$ cat src/rtl/seq_det_pkg.sv
// seq_det_pkg: shared run states and default widths for the sequence detector (no ports)
package seq_det_pkg;
  localparam int MAX_LEN = 8;
  localparam int LEN_W = 4;
  localparam int WIN_W = 16;
  localparam int CNT_W = 8;
  typedef enum logic [1:0] {IDLE = 2'd0, RUN = 2'd1, DONE = 2'd2} state_t;
endpackage

$ cat src/rtl/seq_det_core.sv
// seq_det_core: history shift register, length-masked compare and registered hit; en samples x, clr wipes history/hit, overlap keeps history after a match, match is the combinational detect for the current edge
module seq_det_core #(
  parameter int MAX_LEN = seq_det_pkg::MAX_LEN,
  parameter int LEN_W = seq_det_pkg::LEN_W
) (
  input  logic               clk,
  input  logic               rst,
  input  logic               en,
  input  logic               clr,
  input  logic               overlap,
  input  logic               x,
  input  logic [LEN_W-1:0]   len,
  input  logic [MAX_LEN-1:0] pattern,
  output logic               match,
  output logic               hit
);
  logic [MAX_LEN-1:0] hist, hist_n, mask;
  logic [MAX_LEN:0] one_sh;
  logic [LEN_W-1:0] bits_seen;
  assign hist_n = {hist[MAX_LEN-2:0], x};
  assign one_sh = (MAX_LEN+1)'(1) << len;
  assign mask = MAX_LEN'(one_sh - (MAX_LEN+1)'(1));
  assign match = en && ((LEN_W+1)'(bits_seen) + (LEN_W+1)'(1) >= (LEN_W+1)'(len))
                 && (((hist_n ^ pattern) & mask) == '0);
  always_ff @(posedge clk) begin
    if (rst || clr) begin
      hist <= '0;
      bits_seen <= '0;
      hit <= 1'b0;
    end else begin
      hit <= match;
      if (en) begin
        hist <= (match && !overlap) ? '0 : hist_n;
        bits_seen <= (match && !overlap) ? '0 : (bits_seen < len) ? bits_seen + LEN_W'(1) : bits_seen;
      end
    end
  end
endmodule

$ cat src/rtl/seq_det_ctrl.sv
// seq_det_ctrl: run controller (FSM, config, window and match counters) around seq_det_core; host cfg_*/start/abort in, serial x/x_valid in, busy/hit/done/match_cnt out; SEQ_DET_FIRST_IDX_EN adds first_vld/first_idx
module seq_det_ctrl #(
  parameter int MAX_LEN = seq_det_pkg::MAX_LEN,
  parameter int LEN_W = seq_det_pkg::LEN_W,
  parameter int WIN_W = seq_det_pkg::WIN_W,
  parameter int CNT_W = seq_det_pkg::CNT_W
) (
  input  logic               clk,
  input  logic               rst,
  input  logic               cfg_we,
  input  logic [MAX_LEN-1:0] cfg_pattern,
  input  logic [LEN_W-1:0]   cfg_len,
  input  logic               cfg_overlap,
  input  logic [WIN_W-1:0]   cfg_window,
  input  logic               start,
  input  logic               abort,
  input  logic               x,
  input  logic               x_valid,
  output logic               busy,
  output logic               hit,
  output logic               done,
  output logic [CNT_W-1:0]   match_cnt
`ifdef SEQ_DET_FIRST_IDX_EN
  ,
  output logic               first_vld,
  output logic [WIN_W-1:0]   first_idx
`endif
);
  import seq_det_pkg::*;
  state_t state;
  logic [MAX_LEN-1:0] pattern;
  logic [LEN_W-1:0] len;
  logic overlap, cfg_ok, go, stop, en, match;
  logic [WIN_W-1:0] window, idx, win_eff;
  assign cfg_ok = cfg_we && state != RUN;
  assign go = start && state != RUN;
  assign stop = abort && state == RUN;
  assign en = state == RUN && x_valid && !abort;
  assign win_eff = cfg_ok ? cfg_window : window;
  assign busy = state == RUN;
  assign done = state == DONE;
  seq_det_core #(.MAX_LEN(MAX_LEN), .LEN_W(LEN_W)) u_core (
    .clk(clk), .rst(rst), .en(en), .clr(go || stop), .overlap(overlap),
    .x(x), .len(len), .pattern(pattern), .match(match), .hit(hit)
  );
  always_ff @(posedge clk) begin
    if (rst) begin
      state <= IDLE;
      pattern <= '0;
      len <= LEN_W'(MAX_LEN);
      overlap <= 1'b0;
      window <= '0;
      idx <= '0;
      match_cnt <= '0;
    end else begin
      if (cfg_ok) begin
        pattern <= cfg_pattern;
        len <= (cfg_len == '0) ? LEN_W'(1) : (cfg_len > LEN_W'(MAX_LEN)) ? LEN_W'(MAX_LEN) : cfg_len;
        overlap <= cfg_overlap;
        window <= cfg_window;
      end
      if (go) begin
        state <= (win_eff == '0) ? DONE : RUN;
        idx <= '0;
        match_cnt <= '0;
      end else if (stop) begin
        state <= IDLE;
        match_cnt <= '0;
      end else if (en) begin
        idx <= idx + WIN_W'(1);
        if (match && match_cnt != '1) match_cnt <= match_cnt + CNT_W'(1);
        if (idx + WIN_W'(1) == window) state <= DONE;
      end
    end
  end
`ifdef SEQ_DET_FIRST_IDX_EN
  always_ff @(posedge clk) begin
    if (rst || go || stop) begin
      first_vld <= 1'b0;
      first_idx <= '0;
    end else if (match && !first_vld) begin
      first_vld <= 1'b1;
      first_idx <= idx;
    end
  end
`endif
endmodule

$ cat config.mk
export PLATFORM = sky130hd
export DESIGN_NAME = seq_det_ctrl
export DESIGN_NICKNAME = d
export VERILOG_FILES = /design/src/rtl/seq_det_pkg.sv /design/src/rtl/seq_det_core.sv /design/src/rtl/seq_det_ctrl.sv
export SDC_FILE = /design/constraint.sdc
export NUM_CORES = 1
export LEC_CHECK = 0
export BUFFER_PORTS_ARGS = -buffer_cell sky130_fd_sc_hd__buf_2
export CAP_MARGIN = 10
export CORE_ASPECT_RATIO = 1.5
export CORE_MARGIN = 1
export CORE_UTILIZATION = 30
export DETAILED_ROUTE_END_ITERATION = 7
export PLACE_DENSITY = 0.51
export SLEW_MARGIN = 20
export SYNTH_ARGS = -nofsm -noshare
export SYNTH_HDL_FRONTEND = slang
export SYNTH_SLANG_ARGS = --single-unit
export TNS_END_PERCENT = 10
$ cat constraint.sdc
create_clock -name clk -period 7.35 [get_ports clk]
set_input_delay 2.205 -clock clk [delete_from_list [all_inputs] [get_ports clk]]
set_output_delay 2.205 -clock clk [all_outputs]
set_load 0.05 [all_outputs]
Word-level counts from Yosys, hierarchy flattened
Cells that the tools add are included.
Operators by class
  shifts and indexed selects: 1
  equal/unequal tests: 5
  muxes and demuxes: 11
  div/mod/pow operators: 0
  $mul: 0
  $lt $le $gt $ge: 3
  bitwise gates (word level): 3
  reductions and logical operators: 25
  $add $sub $neg: 5
Operator list (count)
  16-bit by 1-bit adder with 16-bit output (second input constant): 1
  16-bit == test: 1
  16-bit zero test: 1
  16-bit two-way mux: 1
  4-bit two-way mux: 4
  2-bit two-way mux: 5
  1-bit logical AND: 9
  8-bit by 1-bit adder with 8-bit output (second input constant): 1
  8-bit AND: 1
  8-bit zero test: 1
  8-bit inequality test (second input constant): 1
  2-bit AND reduction: 4
  1-bit by 4-bit left shift with 8-bit output (first input constant): 1
  8-bit by 1-bit subtractor with 8-bit output (second input constant): 1
  8-bit bitwise XOR: 1
  7-bit two-way mux: 1
  3-bit nonzero test: 2
  4-bit by 1-bit adder with 5-bit output (second input constant): 1
  5-bit by 4-bit greater-or-equal comparator with 1-bit output: 1
  4-bit by 1-bit adder with 4-bit output (second input constant): 1
  4-bit greater-than comparator (second input constant): 1
  4-bit zero test: 1
  4-bit < comparator: 1
  3-bit OR reduction: 1
  8 further kinds: 10
Word-level totals
  bits in writable memories: 0
  memories kept: 0
  bits in latches: 0
  output and inout port bits: 11
  register bits: 67
  bits in read-only memories: 0
  word-level logic and storage cells: 63

Depth between registers and ports, before layout
Gate-level depths: netlist (run 1).
  word-level depth: 8
  gate-level depth with buffers: 12
  gate-level depth less buffers: 10

Modules after synthesis
From an unflattened synthesis (run 1), not the netlist that was laid out.
Unflattened totals
  cell total of the unflattened synthesis: 470
  area, all modules: 3851.2 um^2
By module, submodules not included
  seq_det_ctrl: cells each 350, instances 1, area each 2839.0 um^2
  seq_det_core: cells each 120, instances 1, area each 1012.2 um^2

Worst setup path after synthesis (run 1)
OpenSTA, ideal clock, no wires.
  path kind: input-to-reg
  start: in x_valid
  end: reg u_core.bits_seen[1]
  data arrival time: 3732 ps
  buffers on the path: 1
  stages on the path: 7
  path slack: 3486 ps
  required time: 7218 ps
  setup time: 132 ps
  cells stage by stage: nor3b_4 > o2111ai_4 > a2111oi_4 > nand2_1 > clkbuf_1 > nand3b_1 > a31oi_1
Between the ends
  longest elaborated chain between the ends: 7
  elaborated cells between the ends (all ways): 8
Ends and longest elaborated chain
  start, declared: line seq_det_ctrl.sv:18  | input logic x_valid,
  1-bit logical AND * (2 in a row): line seq_det_ctrl.sv:38  | assign en = state == RUN && x_valid && !abort;
  1-bit logical AND: line seq_det_core.sv:23  | assign match = en && ((LEN_W+1)'(bits_seen) + (LEN_W+1)'(1) >= (LEN_W+1)'(len))
  1-bit logical AND: line seq_det_core.sv:24  | && (((hist_n ^ pattern) & mask) == '0);
  1-bit logical AND: line seq_det_core.sv:34  | bits_seen <= (match && !overlap) ? '0 : (bits_seen < len) ? bits_seen + LEN_W'(1) : bits_seen;
  2-bit nonzero test (no line)
  2-bit AND reduction (no line)
  end signal, assigned: line seq_det_core.sv:34
  end, declared: line seq_det_core.sv:19  | logic [LEN_W-1:0] bits_seen;
Every way passes the cells marked *; elsewhere a longest branch is shown, timed or not.
A chain may end at the register's enable or synchronous reset.

Worst setup path in the final report (run 1)
  start: in abort
  end: reg u_core.bits_seen[1]
Between the ends
  longest elaborated chain between the ends: 7
  elaborated cells between the ends (all ways): 11
Ends and longest elaborated chain
  start, declared: line seq_det_ctrl.sv:16  | input logic abort,
  1-bit zero test: line seq_det_ctrl.sv:38
  1-bit logical AND: line seq_det_ctrl.sv:38
  1-bit logical AND: line seq_det_core.sv:23
  1-bit logical AND: line seq_det_core.sv:24
  1-bit logical AND: line seq_det_core.sv:34
  2-bit nonzero test (no line)
  2-bit AND reduction (no line)
Parallel ways exist; a longest one is shown, timed or not.

==> flow_summary_export.csv, run 1 <==
group,metric,value,unit
status,result_of_the_run,"finished clean",
clocking,cts-buffers-inserted,9,
finish,drive_gt1_frac,0.140,
hold_path,hold_path_depth,2,
finish,postLayoutCellArea,0.00443,sq mm
detailed_routing,drt_iter0_drc,137,
floorplanning,floorplan.initialDensity,0.307,
setup_path,critPathRequiredTime,7.54,ns
detailed_routing,routed-via-count,3535,
sta,setup_repair_after_global_routing_missed_its_margin,"false",
power_and_ir_drop,totalPowerFinal,0.000948,W
place,globalplace.congestion,0.893,
setup_path,timing.critical_path.cells,"buf_2 > nor3b_4 > buf_4 > o2111ai_4 > a2111oi_4 > nand2_1 > nand4_1 > a31oi_1",
floorplanning,die_height,140,um
setup_path,worstPathArrival,4.23,ns
power_and_ir_drop,power.ir.vdd_worst,103,uV
global_routing,grt_remaining_overflow,0,
sta,timing.final.hold_violations,0,
setup_path,slowest_delay,0.53,ns
hold_path,timing.hold.worst_endpoint,"overlap",
place,place_area,0.00412,sq mm
sta,fmaxAchievable,247,MHz
setup_path,critical_path.top_delay_family,"simple AND/OR/NAND/NOR gates",
clocking,total_of_hold_buffers_inserted_after_clock_tree_synthesis,0,
detailed_routing,antenna_violating_nets_post_route,0,
sta,timing_worst_slew_pin_value,1.14,ns
setup_path,count_of_cells_along_the_worst_register_to_register_path,8,
sta,clock-skew-final,0.00452,ns
sta,final-setup-viol-count,0,
clocking,worstSkewPairLatency,0.34,ns
synthesis,synth-warning-count,0,
sta,finalCriticalPeriod,4.04,ns
setup_path,reg2reg_from,"len[0]",
sta,relSlewSlack,0.241,
detailed_routing,wl_per_cell,15.6,um
global_routing,grt_max_degree,33,
floorplanning,floorplan.die.width,93.9,um
synthesis,synthesis.area_per_instance,7.88,sq um
sta,tns,0,ns
finish,fillCellCount,1347,
hold_path,timing.hold.worst.class,"flip-flop to flip-flop",
global_routing,grt_usage,0.166,
setup_path,timing_worst_setup_path_type,"primary input to flip-flop",
finish,instances_no_fill,672,
sta,timing_max_transition_violations_final,0,
synthesis,synth_flop_cell,"dfxtp_1",
place,port_buffers,46,
clocking,cts.repair_timing.setup_buffer_count,0,
finish,mostFrequentLayoutCells,"76 x nand2_1, 67 x dfxtp_1, 57 x a21oi_1",
floorplanning,rows,50,
clocking,cts_resized,0,
power_and_ir_drop,power-per-cell-area,214,mW/mm^2
setup_path,timing.rr.end,"u_core.bits_seen[1]",
clocking,cts_num_sinks,67,
synthesis,unique_cell_type_count_in_the_yosys_netlist,52,
detailed_routing,drt_first_pass_iters,4,
finish,layout_commonest_cell,"nand2_1",
synthesis,synth_enable_flop_cells,0,
hold_path,hp-start,"overlap",
clocking,cts-root-buf,"clkbuf_16",
finish,diodes,0,
detailed_routing,drt-vias-per-instance,5.26,
floorplanning,ioPinCount,47,
sta,timing.final.crit_share,0.550,
detailed_routing,totalWireLength,10500,um
setup_path,cp-end-kind,"flip-flop",
power_and_ir_drop,leakagePower,1.64,nW
synthesis,yosys_register_bits,67,
finish,finish.net_count,559,
job,cap_viol_max_count,0,
setup_path,worst_setup_path_start_kind,"primary input",
place,dp.cells,656,
clocking,tritoncts,"yes",
global_routing,wire_length_of_the_first_global_routing_pass,16800,um
global_routing,grt_pass1_vias,3358,
clocking,ctsHtreeMaxLevel,3,
floorplanning,die_area,0.0131,sq mm
synthesis,syn_inst,482,
synthesis,syn-num-nets,530,
finish,syn_to_final_growth,16.7,%
clocking,clk_path_buf_depth,2,
floorplanning,core_region_area,0.0124,sq mm
setup_path,reg2reg_setup_slack,4.13,ns
synthesis,synth-seq-area-share,0.353,
clocking,clk_pin_slew,0.06,ns
setup_path,critical_path.max_fanout,19,
synthesis,synth-async-reset-ratio,0,
global_routing,antenna_found_initial,0,
place,hpwlAfterDp,7740,um
setup_path,worst-path-buf-inv,2,
synthesis,post_synth_instance_area,0.00380,sq mm
setup_path,library_cell_contributing_the_largest_single_delay_on_the_critical_path,"a2111oi_4",
detailed_routing,detail_route.drc_violations,0,
==> state kept, by name, summed over array words and instances, names as in the netlist <==
| name | flops |
|---|---|
| window | 16 |
| len | 4 |
| u_core.hist | 7 |
| u_core.bits_seen | 4 |
| pattern | 8 |
| state | 2 |
| match_cnt | 8 |
| overlap | 1 |
| idx | 16 |
| u_core.hit | 1 |
==> synthesized netlist by cell type, drive strengths merged (2+ instances only) <==
master   instances  area share
xnor2           25       0.058
o2111ai          2      0.0092
nor3             7      0.0092
a21oi           57       0.075
o2bb2ai          2      0.0046
dfxtp           67        0.35
nor2b            5      0.0082
nand4           14       0.023
a21o             4      0.0079
or3              9       0.015
a311oi           3      0.0069
xor2            22       0.051
inv              9      0.0089
and2             4      0.0066
nand4b           2      0.0046
buf              5      0.0072
and3             5      0.0082
clkbuf          26       0.026
nor4            10       0.016
ha              12       0.040
a31oi            5      0.0082
o211ai           3      0.0059
nand2b           3      0.0049
nand2           77       0.078
a211oi           2      0.0040
nand3b           5      0.0099
o21ai           18       0.024
o31ai            4      0.0079
and4             3      0.0069
nor2            32       0.032
nand3           23       0.030
==> worst max path at each step <==
stage / end / slack [ns] / startpoint / cells after the start
finish: u_core.bits_seen[1] / 3.31 / abort / 8
detailed placement: u_core.bits_seen[1] / 2.98 / abort / 8
global placement: u_core.bits_seen[3] / 3.05 / abort / 8
floorplan: u_core.bits_seen[1] / 3.49 / x_valid / 7
global route: u_core.hit / 3.21 / rst / 5
CTS: u_core.bits_seen[1] / 3.33 / abort / 8
==> through the flow <==
step,setup WS [ns],hold slack [ns],utilization
2_1_floorplan,3.49,0.436,-
3_3_place_gp,3.05,0.451,0.333
3_5_place_dp,2.98,0.456,0.333
4_1_cts,3.33,0.466,0.358
5_1_grt,3.21,0.478,0.358
6_report,3.31,0.458,0.358
==> power by group <==
part,internal [W],leakage (nW),switching [W],total [W]
clock network,0.000275,0.150,0.000173,0.000448
registers,0.000375,0.545,0.0000151,0.000390
logic,0.0000428,0.941,0.0000674,0.000110
total,0.000693,1.64,0.000255,0.000948
==> worst min-delay path, cell delays in order, from the launching register on <==
cell and delay (ns):
dfxtp_1 0.31, nand2_1 0.05, a21oi_1 0.05
==> per-layer routing <==
layer  global-route usage  up-vias  part of all wire
met1                0.188     1683              0.41
met4               0.0753        0             0.030
met3               0.0350       24             0.035
li1                     -     1759                 -
met2                0.292       69              0.53
met5                    0        -                 0
==> final cells by class <==
class | count | area (sq um) | area share
Multi-Input combinational cell | 375 | 2300 | 0.518
Sequential cell | 67 | 1340 | 0.303
Timing Repair Buffer | 49 | 253 | 0.0570
Clock buffer | 10 | 239 | 0.0539
Tap cell | 156 | 195 | 0.0440
Clock inverter | 6 | 72.6 | 0.0164
Inverter | 9 | 33.8 | 0.00762
==> kinds of logic after synthesis <==
group | share of synthesized area
AO/OA/AOI/OAI | 0.191
XOR/XNOR | 0.108
adder cells (fa/ha/maj) | 0.0395
buffers and inverters | 0.0418
flip-flops | 0.353
multiplexers | 0.00264
AND/OR/NAND/NOR | 0.263
Note: power is estimated with default switching activity, not from simulation.
==> inputs of run 2 (changes only) <==
ABC_AREA = 1   (was not set)
clock period = 4.2 ns   (was 7.35 ns; I/O delays follow)
==> run 2 against run 1 <==
Against the previous run: power is 85% higher; routed wire length shrank 5.1%; count of clock-buffer cells in the layout is 1 higher; global-route usage fell by 0.39 points; flip-flop and latch count stayed put; die area up 0.94%; clock power is 95% higher; via count grew 5.9%; largest cell class unchanged; highest routed layer unchanged.
==> flow_summary_export.csv, run 2 <==
group,metric,value,unit
status,result_of_the_run,"finished clean",
synthesis,post_synth_instance_area,0.00383,sq mm
detailed_routing,drt_first_pass_iters,4,
clocking,cts-buffers-inserted,9,
sta,setup_repair_after_global_routing_missed_its_margin,"false",
detailed_routing,wl_per_cell,12.8,um
clocking,cts_resized,0,
hold_path,hold_path_depth,2,
floorplanning,die_area,0.0132,sq mm
detailed_routing,detail_route.drc_violations,0,
synthesis,synth-warning-count,0,
place,hpwlAfterDp,7680,um
synthesis,ys_top_cells_by_count,"125 x nand2_1, 79 x nor2_1, 67 x dfxtp_1, 65 x inv_1, 56 x nand3_1",
synthesis,synth_top_area_frac,0.350,
setup_path,timing_worst_setup_path_type,"flip-flop to flip-flop",
detailed_routing,antenna_violating_nets_post_route,0,
synthesis,synthesis.area_per_instance,6.73,sq um
finish,layout_commonest_cell,"nand2_1",
sta,tns,0,ns
finish,postLayoutCellArea,0.00458,sq mm
synthesis,syn_inst,570,
clocking,clk_pin_slew,0.06,ns
sta,timing_max_transition_violations_final,0,
synthesis,synth-seq-area-share,0.350,
sta,timing_worst_slew_pin_value,0.484,ns
floorplanning,rows,50,
clocking,total_of_hold_buffers_inserted_after_clock_tree_synthesis,0,
global_routing,grt_remaining_overflow,0,
clocking,ctsHtreeMaxLevel,3,
global_routing,wire_length_of_the_first_global_routing_pass,16500,um
place,port_buffers,46,
power_and_ir_drop,totalPowerFinal,0.00175,W
floorplanning,ioPinCount,47,
clocking,tritoncts,"yes",
setup_path,critical_path.max_fanout,12,
setup_path,worstPathArrival,3.14,ns
place,place_area,0.00423,sq mm
power_and_ir_drop,power.ir.vdd_worst,157,uV
global_routing,antenna_found_initial,0,
setup_path,timing.critical_path.cells,"ha_1 > xor2_1 > ha_1 > inv_1 > nor2_1 > o21ai_0 > nand3b_1 > nand4_1 > a21oi_2 > nand2_1 > nand2_1 > nor2_1",
setup_path,count_of_cells_along_the_worst_register_to_register_path,12,
detailed_routing,drt_iter0_drc,73,
finish,reg_top3,"idx x16, window x16",
clocking,clk_path_buf_depth,2,
sta,final-setup-viol-count,0,
clocking,cts-root-buf,"clkbuf_16",
synthesis,unique_cell_type_count_in_the_yosys_netlist,36,
synthesis,synth-async-reset-ratio,0,
setup_path,cp-end-kind,"flip-flop",
sta,finalCriticalPeriod,2.92,ns
sta,relSlewSlack,0.676,
place,dp.cells,762,
setup_path,library_cell_contributing_the_largest_single_delay_on_the_critical_path,"nand4_1",
floorplanning,floorplan.initialDensity,0.308,
detailed_routing,routed-via-count,3744,
finish,mostFrequentLayoutCells,"125 x nand2_1, 79 x nor2_1, 67 x dfxtp_1",
finish,syn_to_final_growth,19.4,%
power_and_ir_drop,leakagePower,2.04,nW
hold_path,timing.hold.worst.class,"flip-flop to flip-flop",
global_routing,grt_pass1_vias,3670,
place,globalplace.congestion,0.919,
floorplanning,die_height,140,um
finish,diodes,0,
synthesis,most_frequent_cell_after_synthesis,"nand2_1",
clocking,worstSkewPairLatency,0.33,ns
global_routing,grt_max_degree,36,
synthesis,yosys_register_bits,67,
synthesis,synth_enable_flop_cells,0,
global_routing,grt_usage,0.162,
synthesis,syn-num-nets,618,
clocking,cts_num_sinks,67,
detailed_routing,totalWireLength,9930,um
sta,timing.final.hold_violations,0,
setup_path,critPathRequiredTime,4.43,ns
setup_path,slowest_delay,0.50,ns
detailed_routing,drt-vias-per-instance,4.81,
finish,finish.net_count,665,
floorplanning,core_region_area,0.0124,sq mm
job,cap_viol_max_count,0,
synthesis,yosys_top_cell_by_area,"dfxtp_1",
finish,drive_gt1_frac,0.127,
synthesis,synth_flop_cell,"dfxtp_1",
sta,fmaxAchievable,343,MHz
sta,timing.final.crit_share,0.695,
setup_path,worst_setup_path_start_kind,"flip-flop",
floorplanning,floorplan.die.width,94.3,um
clocking,cts.repair_timing.setup_buffer_count,0,
finish,instances_no_fill,778,
power_and_ir_drop,power-per-cell-area,384,mW/mm^2
sta,clock-skew-final,0.00398,ns
synthesis,ys_top_cells_by_area,"dfxtp_1 35%, nand2_1 12%, nor2_1 7.7%",
run 2: report_power, final:
part	switching [W]	total, W	leakage [nW]	internal [W]
Sequential	0.0000223	0.000686	0.547	0.000664
Combinational	0.000124	0.000196	1.32	0.0000726
Clock	0.000279	0.000873	0.169	0.000594
run 2: through the flow:
step	worst slack, ns	hold WS [ns]	util
after global placement	0.912	0.473	0.340
after floorplan	1.57	0.429	-
after CTS	1.24	0.490	0.368
after global routing	0.972	0.511	0.368
final	1.28	0.483	0.368
after detailed placement	0.922	0.481	0.340
run 2: worst paths after layout:
check	slack, ns	startpoint	endpoint
max reg2reg	1.28	u_core.bits_seen[0]	u_core.bits_seen[3]
min	0.48	u_core.hist[6]	u_core.hist[6]
max	1.28	u_core.bits_seen[0]	u_core.bits_seen[3]
min reg2reg	0.48	u_core.hist[6]	u_core.hist[6]
run 2: worst max-delay path, delay by kind of cell (launching register included):
kind,cells,cell delay (ns)
AO/OA/AOI/OAI,2,0.54
XOR/XNOR,1,0.17
buffers and inverters,1,0.04
adder cells (fa/ha/maj),2,0.53
AND/OR/NAND/NOR,6,1.19
flip-flops,1,0.35
run 2: logic make-up after synthesis:
kind of cell,after synthesis,share of synthesized area
and+or+nand+nor,292,0.336
AOI/OAI and AO/OA,93,0.129
buffers and inverters,84,0.0839
DFF,67,0.350
xor gates and xnor gates,19,0.0545
adders and majority gates,12,0.0392
muxes,3,0.00783
run 2: layer usage:
layer	vias to the layer above	track usage	routed length, um
li1	1966	-	-
met1	1707	0.168	4100
met2	55	0.302	5310
met3	16	0.0266	243
met4	0	0.0850	270
met5	-	0	0
run 2: final cells by class:
| class | instances | area (sq um) |
|---|---|---|
| clock inverters | 5 | 100 |
| repair buffers | 50 | 260 |
| multi-input cells | 419 | 2170 |
| inverters | 70 | 265 |
| fillers | 1342 | 7870 |
| clock buffers | 11 | 243 |
| well taps | 156 | 195 |
| flip-flops and latches | 67 | 1340 |
==> inputs of run 3 (changes only) <==
clock period = 2.8 ns   (was 4.2 ns; I/O delays follow)
==> run 3 against run 2 <==
Against the previous run: sequential power increased by 50%; combinational power increased by 56%; flip-flop and latch count unchanged; routed wire length increased by 6.1%; register-to-register slack got worse by 0.83 ns; critical path type unchanged; critical endpoint is now state[1].
==> flow_summary_export.csv, run 3 (synthesized netlist as in run 2, its figures left out) <==
group,metric,value,unit
detailed_routing,drt_first_pass_iters,4,
setup_path,cp-end-kind,"flip-flop",
detailed_routing,detail_route.drc_violations,0,
sta,timing.final.hold_violations,0,
sta,timing_max_transition_violations_final,0,
floorplanning,floorplan.initialDensity,0.308,
place,hpwlAfterDp,8180,um
finish,drive_gt1_frac,0.133,
power_and_ir_drop,power.ir.vdd_worst,291,uV
detailed_routing,wl_met2,5820,um
floorplanning,rows,50,
setup_path,worstPathArrival,2.63,ns
place,port_buffers,46,
sta,tns,0,ns
global_routing,grt_remaining_overflow,0,
clocking,cts_resized,0,
clocking,tritoncts,"yes",
floorplanning,ioPinCount,47,
clocking,clk_path_buf_depth,2,
sta,finalCriticalPeriod,2.35,ns
sta,relSlewSlack,0.597,
detailed_routing,totalWireLength,10500,um
sta,clock-skew-final,0.00653,ns
power_and_ir_drop,power-per-cell-area,547,mW/mm^2
finish,diodes,0,
setup_path,slowest_delay,0.43,ns
detailed_routing,wl_per_cell,13.5,um
detailed_routing,dr.max_layer_used,"met4",
clocking,cts_num_sinks,67,
sta,setup_repair_after_global_routing_missed_its_margin,"false",
sta,final.setup.worst_slack,0.449,ns
finish,mostFrequentLayoutCells,"125 x nand2_1, 79 x nor2_1, 67 x dfxtp_1",
finish,layout_commonest_cell,"nand2_1",
global_routing,grt_usage,0.169,
clocking,cts.repair_timing.setup_buffer_count,0,
global_routing,wire_length_of_the_first_global_routing_pass,17000,um
floorplanning,die_height,140,um
clocking,worstSkewPairLatency,0.33,ns
finish,syn_to_final_growth,19.2,%
setup_path,timing.critical_path.cells,"ha_1 > nand2_1 > nor2_1 > nand2_1 > nand2_1 > nand2_1 > nand2_1 > nand2_1 > nor2_1 > nand3_1 > nor2_1 > nand3_1 > nand3_1 > nand3_1 > inv_1",
sta,fmaxAchievable,425,MHz
setup_path,critPathRequiredTime,3.08,ns
clocking,ctsHtreeMaxLevel,3,
floorplanning,floorplan.die.width,94.3,um
detailed_routing,antenna_violating_nets_post_route,0,
clocking,cts-root-buf,"clkbuf_16",
status,result_of_the_run,"finished clean",
power_and_ir_drop,leakagePower,2.04,nW
job,cap_viol_max_count,0,
detailed_routing,met3_wirelength,338,um
finish,reg_top3,"idx x16, window x16",
hold_path,timing.hold.worst.class,"flip-flop to flip-flop",
sta,timing.final.crit_share,0.840,
clocking,cts-buffers-inserted,9,
setup_path,cpMostUsedCell,"nand2_1",
global_routing,grt_max_degree,35,
floorplanning,die_area,0.0132,sq mm
detailed_routing,drt-vias-per-instance,4.86,
detailed_routing,routed-via-count,3801,
detailed_routing,drt_iter0_drc,153,
setup_path,library_cell_contributing_the_largest_single_delay_on_the_critical_path,"dfxtp_1",
detailed_routing,post_route_met1_wirelength,4050,um
setup_path,worst_setup_path_start_kind,"flip-flop",
floorplanning,core_region_area,0.0124,sq mm
global_routing,antenna_found_initial,0,
setup_path,timing_worst_setup_path_type,"flip-flop to flip-flop",
place,globalplace.congestion,0.813,
finish,finish.net_count,669,
sta,timing_worst_slew_pin_value,0.602,ns
setup_path,critical_path.max_fanout,5,
sta,final-setup-viol-count,0,
place,worst_setup_slack_post_dpl,0.268,ns
clocking,total_of_hold_buffers_inserted_after_clock_tree_synthesis,0,
clocking,clk_pin_slew,0.06,ns
global_routing,grt_pass1_vias,3641,
[run 3: changes by cell type in the layout (fill, tap and decap cells not counted)]
cell / change
clkbuf_8: +1
bufinv_16: -2
buf_4: +4
clkinv_4: +1
[run 3: report_power, final]
part	internal (W)	total [W]	switching [W]
sequential	0.000996	0.00103	0.0000341
clock	0.000736	0.00116	0.000425
combinational	0.000112	0.000306	0.000194
[run 3: final cells by class]
type | instances | area [sq um]
fill | 1355 | 7880
multi-input combinational | 419 | 2170
sequential | 67 | 1340
timing repair buffer | 54 | 290
inverter | 70 | 265
clock buffer | 12 | 256
tap | 156 | 195
clock inverter | 4 | 48.8
[run 3: worst max-delay path: cells and delay by family, from the launching register on]
family,cells,cell delay [ns]
buffers and inverters,1,0.06
adders and majority gates,1,0.29
DFF,1,0.43
and+or+nand+nor,13,1.51
[run 3: final timing paths]
kind                                      from              to  slack, ns  cells after the start
worst max-delay path                    idx[0]        state[1]       0.45                     15
worst min-delay path            u_core.hist[6]  u_core.hist[6]       0.50                      2
worst max register to register          idx[0]        state[1]       0.45                     15
worst min register to register  u_core.hist[6]  u_core.hist[6]       0.50                      2
[run 3: metal layers]
layer | up-vias | track usage
met2 | 83 | 0.327
met5 | - | 0
met4 | 0 | 0.0907
met1 | 1733 | 0.168
li1 | 1967 | -
met3 | 18 | 0.0201
[run 3: per-stage QoR]
step / cell area, sq um / total power (W) / utilization / hold WS (ns) / std cells
final: 4570 / 0.00250 / 0.367 / 0.496 / 782
after global routing: 4570 / 0.00262 / 0.367 / 0.517 / 782
after CTS: 4570 / 0.00253 / 0.367 / 0.497 / 782
after detailed placement: 4260 / 0.00136 / 0.342 / 0.486 / 766
after global placement: 4260 / 0.00136 / 0.342 / 0.480 / 766
after floorplan: 3830 / 0.00126 / - / 0.429 / 570
